**src/rtl/serial_adder_pkg.sv**
```systemverilog
// =====================================================================
// serial_adder_pkg : shared state encoding and default width
// Rev 1.0
// =====================================================================
`default_nettype none

package serial_adder_pkg;

  localparam int DEFAULT_WIDTH = 8;

  typedef enum logic [1:0] {
    ST_IDLE = 2'd0,
    ST_RUN  = 2'd1,
    ST_DONE = 2'd2
  } state_e;

endpackage

`default_nettype wire

```
**src/rtl/serial_adder_if.sv**
```systemverilog
// =====================================================================
// serial_adder_if : request/result handshake bundle of the serial adder
// Rev 1.0
// =====================================================================
`default_nettype none

interface serial_adder_if
  import serial_adder_pkg::*;
#(
  parameter int WIDTH = DEFAULT_WIDTH
);

  logic             start;
  logic [WIDTH-1:0] a;
  logic [WIDTH-1:0] b;
  logic             cin;
  logic             busy;
  logic             done;
  logic [WIDTH-1:0] sum;
  logic             cout;

  modport master (
    output start, a, b, cin,
    input  busy, done, sum, cout
  );

  modport slave (
    input  start, a, b, cin,
    output busy, done, sum, cout
  );

endinterface

`default_nettype wire

```
**src/rtl/Half_Adder.sv**
```systemverilog
// =====================================================================
// Half_Adder : single-bit half adder, the arithmetic cell of the datapath
// Rev 1.0
// =====================================================================
`default_nettype none

module Half_Adder (
  input  wire logic a_i,
  input  wire logic b_i,
  output logic      sum_o,
  output logic      carry_o
);

  assign sum_o   = a_i ^ b_i;
  assign carry_o = a_i & b_i;

endmodule

`default_nettype wire

```
**src/rtl/serial_adder_fa_cell.sv**
```systemverilog
// =====================================================================
// fa_cell : combinational full adder from two half adders
// Rev 1.0
// =====================================================================
`default_nettype none

module fa_cell (
  input  wire logic a_i,
  input  wire logic b_i,
  input  wire logic c_i,
  output logic      sum_o,
  output logic      cout_o
);

  logic w_s0;
  logic w_c0;
  logic w_c1;

  Half_Adder u_ha0 (
    .a_i     (a_i),
    .b_i     (b_i),
    .sum_o   (w_s0),
    .carry_o (w_c0)
  );

  Half_Adder u_ha1 (
    .a_i     (w_s0),
    .b_i     (c_i),
    .sum_o   (sum_o),
    .carry_o (w_c1)
  );

  // The two half-adder carries can never both be set, so OR is exact.
  assign cout_o = w_c0 | w_c1;

endmodule

`default_nettype wire

```
**src/rtl/serial_adder.sv**
```systemverilog
// =====================================================================
// serial_adder : bit-serial WIDTH-bit adder, LSB first, busy/done handshake
// Rev 1.0
// =====================================================================
`default_nettype none

module serial_adder
  import serial_adder_pkg::*;
#(
  parameter int WIDTH = DEFAULT_WIDTH
) (
  input  wire logic      clk,
  input  wire logic      rst_n,
  serial_adder_if.slave  bus
);

  localparam int              CW       = $clog2(WIDTH) + 1;
  localparam logic [CW-1:0]   LAST_CNT = CW'(WIDTH - 1);

  state_e           state_q;
  logic [WIDTH-1:0] op_a_q;
  logic [WIDTH-1:0] op_b_q;
  logic [WIDTH-1:0] sum_q;
  logic             carry_q;
  logic             cout_q;
  logic             busy_q;
  logic             done_q;
  logic [CW-1:0]    cnt_q;

  logic             sum_bit_d;
  logic             carry_d;
  logic [WIDTH-1:0] sum_shift_d;

  fa_cell u_fa (
    .a_i    (op_a_q[0]),
    .b_i    (op_b_q[0]),
    .c_i    (carry_q),
    .sum_o  (sum_bit_d),
    .cout_o (carry_d)
  );

  // New bit enters at the MSB so that after WIDTH shifts bit 0 is the LSB.
  if (WIDTH == 1) begin : g_shift_w1
    assign sum_shift_d = sum_bit_d;
  end else begin : g_shift_wn
    assign sum_shift_d = {sum_bit_d, sum_q[WIDTH-1:1]};
  end

  always_ff @(posedge clk or negedge rst_n) begin
    if (!rst_n) begin
      state_q <= ST_IDLE;
      op_a_q  <= '0;
      op_b_q  <= '0;
      sum_q   <= '0;
      carry_q <= 1'b0;
      cout_q  <= 1'b0;
      busy_q  <= 1'b0;
      done_q  <= 1'b0;
      cnt_q   <= '0;
    end else begin
      case (state_q)
        ST_IDLE, ST_DONE: begin
          done_q <= 1'b0;
          if (bus.start) begin
            op_a_q  <= bus.a;
            op_b_q  <= bus.b;
            carry_q <= bus.cin;
            cnt_q   <= '0;
            sum_q   <= '0;
            cout_q  <= 1'b0;
            busy_q  <= 1'b1;
            state_q <= ST_RUN;
          end else begin
            state_q <= ST_IDLE;
          end
        end
        ST_RUN: begin
          sum_q   <= sum_shift_d;
          op_a_q  <= op_a_q >> 1;
          op_b_q  <= op_b_q >> 1;
          carry_q <= carry_d;
          cnt_q   <= cnt_q + CW'(1);
          if (cnt_q == LAST_CNT) begin
            cout_q  <= carry_d;
            busy_q  <= 1'b0;
            done_q  <= 1'b1;
            state_q <= ST_DONE;
          end
        end
        default: begin
          busy_q  <= 1'b0;
          done_q  <= 1'b0;
          state_q <= ST_IDLE;
        end
      endcase
    end
  end

  assign bus.busy = busy_q;
  assign bus.done = done_q;
  assign bus.sum  = sum_q;
  assign bus.cout = cout_q;

endmodule

`default_nettype wire

```
**src/flat_wrapper.sv**
```systemverilog
// flat-port wrapper written by rule: the top's interface ports become plain ports
module serial_adder_flat import serial_adder_pkg::*;
#(
  parameter int WIDTH = DEFAULT_WIDTH
)
  (clk, rst_n, bus_start, bus_a, bus_b, bus_cin, bus_busy, bus_done, bus_sum, bus_cout);
  serial_adder_if #(.WIDTH(WIDTH)) bus_i ();
  input  wire logic clk;
  input  wire logic rst_n;
  input wire logic [$bits(bus_i.start)-1:0] bus_start;
  input wire logic [$bits(bus_i.a)-1:0] bus_a;
  input wire logic [$bits(bus_i.b)-1:0] bus_b;
  input wire logic [$bits(bus_i.cin)-1:0] bus_cin;
  output wire logic [$bits(bus_i.busy)-1:0] bus_busy;
  output wire logic [$bits(bus_i.done)-1:0] bus_done;
  output wire logic [$bits(bus_i.sum)-1:0] bus_sum;
  output wire logic [$bits(bus_i.cout)-1:0] bus_cout;
  assign bus_i.start = bus_start;
  assign bus_i.a = bus_a;
  assign bus_i.b = bus_b;
  assign bus_i.cin = bus_cin;
  assign bus_busy = bus_i.busy;
  assign bus_done = bus_i.done;
  assign bus_sum = bus_i.sum;
  assign bus_cout = bus_i.cout;
  serial_adder #(.WIDTH(WIDTH)) u_core (.clk(clk), .rst_n(rst_n), .bus(bus_i));
endmodule
```
**config.mk**
```make
export PLATFORM = sky130hd
export DESIGN_NAME = serial_adder_flat
export DESIGN_NICKNAME = d
export VERILOG_FILES = /design/src/rtl/serial_adder_pkg.sv /design/src/rtl/serial_adder_if.sv /design/src/rtl/Half_Adder.sv /design/src/rtl/serial_adder_fa_cell.sv /design/src/rtl/serial_adder.sv /design/src/flat_wrapper.sv
export SDC_FILE = /design/constraint.sdc
export NUM_CORES = 1
export LEC_CHECK = 0
export BUFFER_PORTS_ARGS = -buffer_cell sky130_fd_sc_hd__buf_2
export CAP_MARGIN = 10
export CORE_UTILIZATION = 35
export CTS_CLUSTER_SIZE = 40
export DETAILED_ROUTE_END_ITERATION = 16
export GPL_ROUTABILITY_DRIVEN = 0
export PLACE_DENSITY = 0.63
export REMOVE_ABC_BUFFERS = 1
export SYNTH_ARGS = -nofsm -noshare
export SYNTH_HDL_FRONTEND = slang
export SYNTH_SLANG_ARGS = --single-unit
```
**constraint.sdc**
```tcl
create_clock -name clk -period 1.5 [get_ports clk]
set_input_delay 0.3 -clock clk [delete_from_list [all_inputs] [get_ports clk]]
set_output_delay 0.3 -clock clk [all_outputs]
set_load 0.01 [all_outputs]
```
==> impl_metrics.tcl <==
set metrics [dict create \
    status "complete, no violations" \
    cts_tree "yes" \
    criticalPathCategory "register to register" \
    grt_pass1_vias 997 \
    cts_buffers 5 \
    row_count 22 \
    synthCells 122 \
    nets 181 \
    endpoint_kind "register" \
    vias_per_cell 5.07 \
    final_util_pct 46.3 \
    p_clk_share_pct 19.8 \
    p_int_mw 2.35 \
    grt_pass1_wl_microns 4630 \
    gr-usage-all-layers_pct 14.7 \
    period_minus_slack_ns 1.29 \
    cts.clk_slew.worst_paths_ns 0.07 \
    antenna_left 0 \
    first_pass_iters 4 \
    placed_cells 199 \
    switching_share_pct 35.2 \
    area_growth_pct 23.3 \
    seqPwrFrac_pct 41.4 \
    hold_buffers 1 \
    cts_root_buf "clkbuf_8" \
    critPathLaunchType "register" \
    drcViolationCount 0 \
    maxSlewViolCount 0 \
    wire_per_inst_microns 13.3 \
    ys_ff_latch 33 \
    slew_headroom_pct 62.0 \
    htreeDepth 2 \
    setup_viol 0 \
    skew_ns 0.00546 \
    postCtsSetupBuffers 0 \
    initial_core_util_pct 37.5 \
    diodes 0 \
    first_iter_violations 43 \
    clockBufferDepth 2 \
    place_hpwl_microns 2030 \
    die_area_sq_mm 0.00430 \
    fp.dieH_microns 65.6 \
    core_sq_mm 0.00377 \
    finalCritPeriodShare_pct 86.0 \
    vias 1054 \
    die_x_microns 65.6 \
    switchingPower_mw 1.28 \
    r2r_setup_slack_ns 0.21 \
    p_leak_nw 0.881 \
    ios 31 \
    avgSynthCellArea_sq_um 11.6 \
    powerDensity_mw_per_mm2 2080 \
    max-cap-violations 0 \
    worstPathMaxFanout 9 \
    rsz0062_at_grt "false" \
    clk_latency_ns 0.28 \
    vdd_drop_max_mv 0.753 \
    overflow 0 \
    cp_data_required_time_ns 1.66 \
    pwr-share-comb_pct 38.8 \
    io_buffers 30 \
    antenna_found_initial 0 \
    clkSinkCount 33 \
    fin_total_pwr_mw 3.63 \
    wirelength_microns 2770 \
    netlist_area_sq_mm 0.00142 \
    fmax_mhz 776 \
    post_cts_resized 0 \
    hold_viol_final 0 \
    stdcell_count 208 \
    yosys_warnings 0 \
    hold_class "input pin to register" \
    grt_max_degree 18 \
    drive_gt1_share_pct 29.4 \
    yosysUniqueCellTypes 25 \
    holdWs_ns 0.234 \
    seq_area_frac_synth_pct 58.4 \
    fillers 359 \
    worstMarginPinSlew_ns 0.570 \
    crit_arrival_ns 1.45 \
]
through the flow:
stage	worst slack, ns	cell area (sq um)	TNS (ns)
after floorplan	-0.182	1350	-2.03
after global placement	0.216	1630	0
after detailed placement	0.215	1630	0
after CTS	0.209	1740	0
after global routing	0.142	1740	0
final	0.211	1740	0
worst max-delay path, cell delays in order, from the launching register on:
cell	delay, ns
dfrtp_1	0.41
and2b_1	0.26
buf_4	0.19
nor3_1	0.06
a221o_1	0.25
state kept, by name (all words and copies together), names as in the netlist:
name             flops
u_core.bus.busy      1
u_core.bus.cout      1
u_core.bus.sum       8
u_core.carry_q       1
u_core.cnt_q         4
u_core.op_a_q        8
u_core.op_b_q        8
u_core.state_q       2
cell usage in the layout, fill, tap and decap left out:
cell type	n
nor2_1	4
dfrtp_1	33
clkbuf_8	7
nand3b_1	2
nor2b_1	1
and2b_1	1
xnor2_1	1
nand2b_1	2
inv_1	3
o21ai_0	1
buf_12	1
buf_4	7
nor3_1	2
fa_1	1
o2bb2ai_1	1
a22oi_1	12
nand3_1	12
nor2b_2	1
buf_2	30
a221o_1	2
nand4_1	1
mux2i_1	5
nand2_1	16
ha_1	1
a22o_1	11
clkinv_2	1
dlygate4sd3_1	1
kinds of logic (layout without fill, tap and decap cells):
| group | after synthesis | after routing | share of synthesized area (%) |
|---|---|---|---|
| and+or+nand+nor | 42 | 42 | 14.2 |
| DFF | 33 | 33 | 58.4 |
| AOI/OAI and AO/OA | 27 | 27 | 15.6 |
| buffers and inverters | 12 | 50 | 5.39 |
| muxes | 5 | 5 | 3.54 |
| adders and majority gates | 2 | 2 | 2.30 |
| xor gates and xnor gates | 1 | 1 | 0.619 |
synth_stat cells (all sizes together):
| cell | instances | share of area (%) |
|---|---|---|
| a221o | 2 | 1.4 |
| a22o | 11 | 6.8 |
| a22oi | 12 | 6.4 |
| and2b | 1 | 0.53 |
| buf | 9 | 4.6 |
| dfrtp | 33 | 58 |
| fa | 1 | 1.4 |
| ha | 1 | 0.88 |
| inv | 3 | 0.80 |
| mux2i | 5 | 3.5 |
| nand2 | 16 | 4.2 |
| nand2b | 2 | 0.88 |
| nand3 | 12 | 4.2 |
| nand3b | 2 | 1.1 |
| nand4 | 1 | 0.44 |
| nor2 | 4 | 1.1 |
| nor2b | 2 | 1.1 |
| nor3 | 2 | 0.71 |
| o21ai | 1 | 0.35 |
| o2bb2ai | 1 | 0.62 |
| xnor2 | 1 | 0.62 |
routing by layer:
| metal | wire length [microns] | GRT usage (%) | up-vias | share of wire [%] |
|---|---|---|---|---|
| li1 | - | - | 513 | - |
| met1 | 1310 | 20.3 | 507 | 47 |
| met2 | 1280 | 21.6 | 34 | 46 |
| met3 | 176 | 5.56 | 0 | 6.4 |
| met4 | 0 | 3.26 | 0 | 0 |
| met5 | 0 | 0 | - | 0 |
power groups by stage:
stage               Sequential (mW)  Clock [mW]  Combinational, mW
floorplan                      1.52           0              0.879
global placement               1.51           0               1.38
detailed placement             1.52           0               1.42
CTS                            1.50       0.739               1.43
global route                   1.55       0.799               1.57
finish                         1.50       0.719               1.41
area by class of cell:
class | count | area (sq um) | area share (%)
clock buffer | 7 | 96.3 | 5.52
clock inverter | 1 | 5.00 | 0.287
inverter | 3 | 11.3 | 0.646
multi-input combinational | 77 | 513 | 29.4
sequential | 33 | 826 | 47.3
tap | 48 | 60.1 | 3.44
timing repair buffer | 39 | 233 | 13.3
path summary, 6_finish.rpt:
| check | from | endpoint | cells past startpoint |
|---|---|---|---|
| worst max-delay path | u_core.state_q[1] | u_core.op_a_q[0] | 4 |
| worst min-delay path | bus_a[6] | u_core.op_a_q[6] | 3 |
| worst max register to register | u_core.state_q[1] | u_core.op_a_q[0] | 4 |
| worst min register to register | u_core.cnt_q[3] | u_core.cnt_q[3] | 1 |
| max in group asynchronous | rst_n | u_core.carry_q | 3 |
| min in group asynchronous | rst_n | u_core.op_b_q[6] | 2 |
Note: power is estimated with default switching activity, not from simulation.
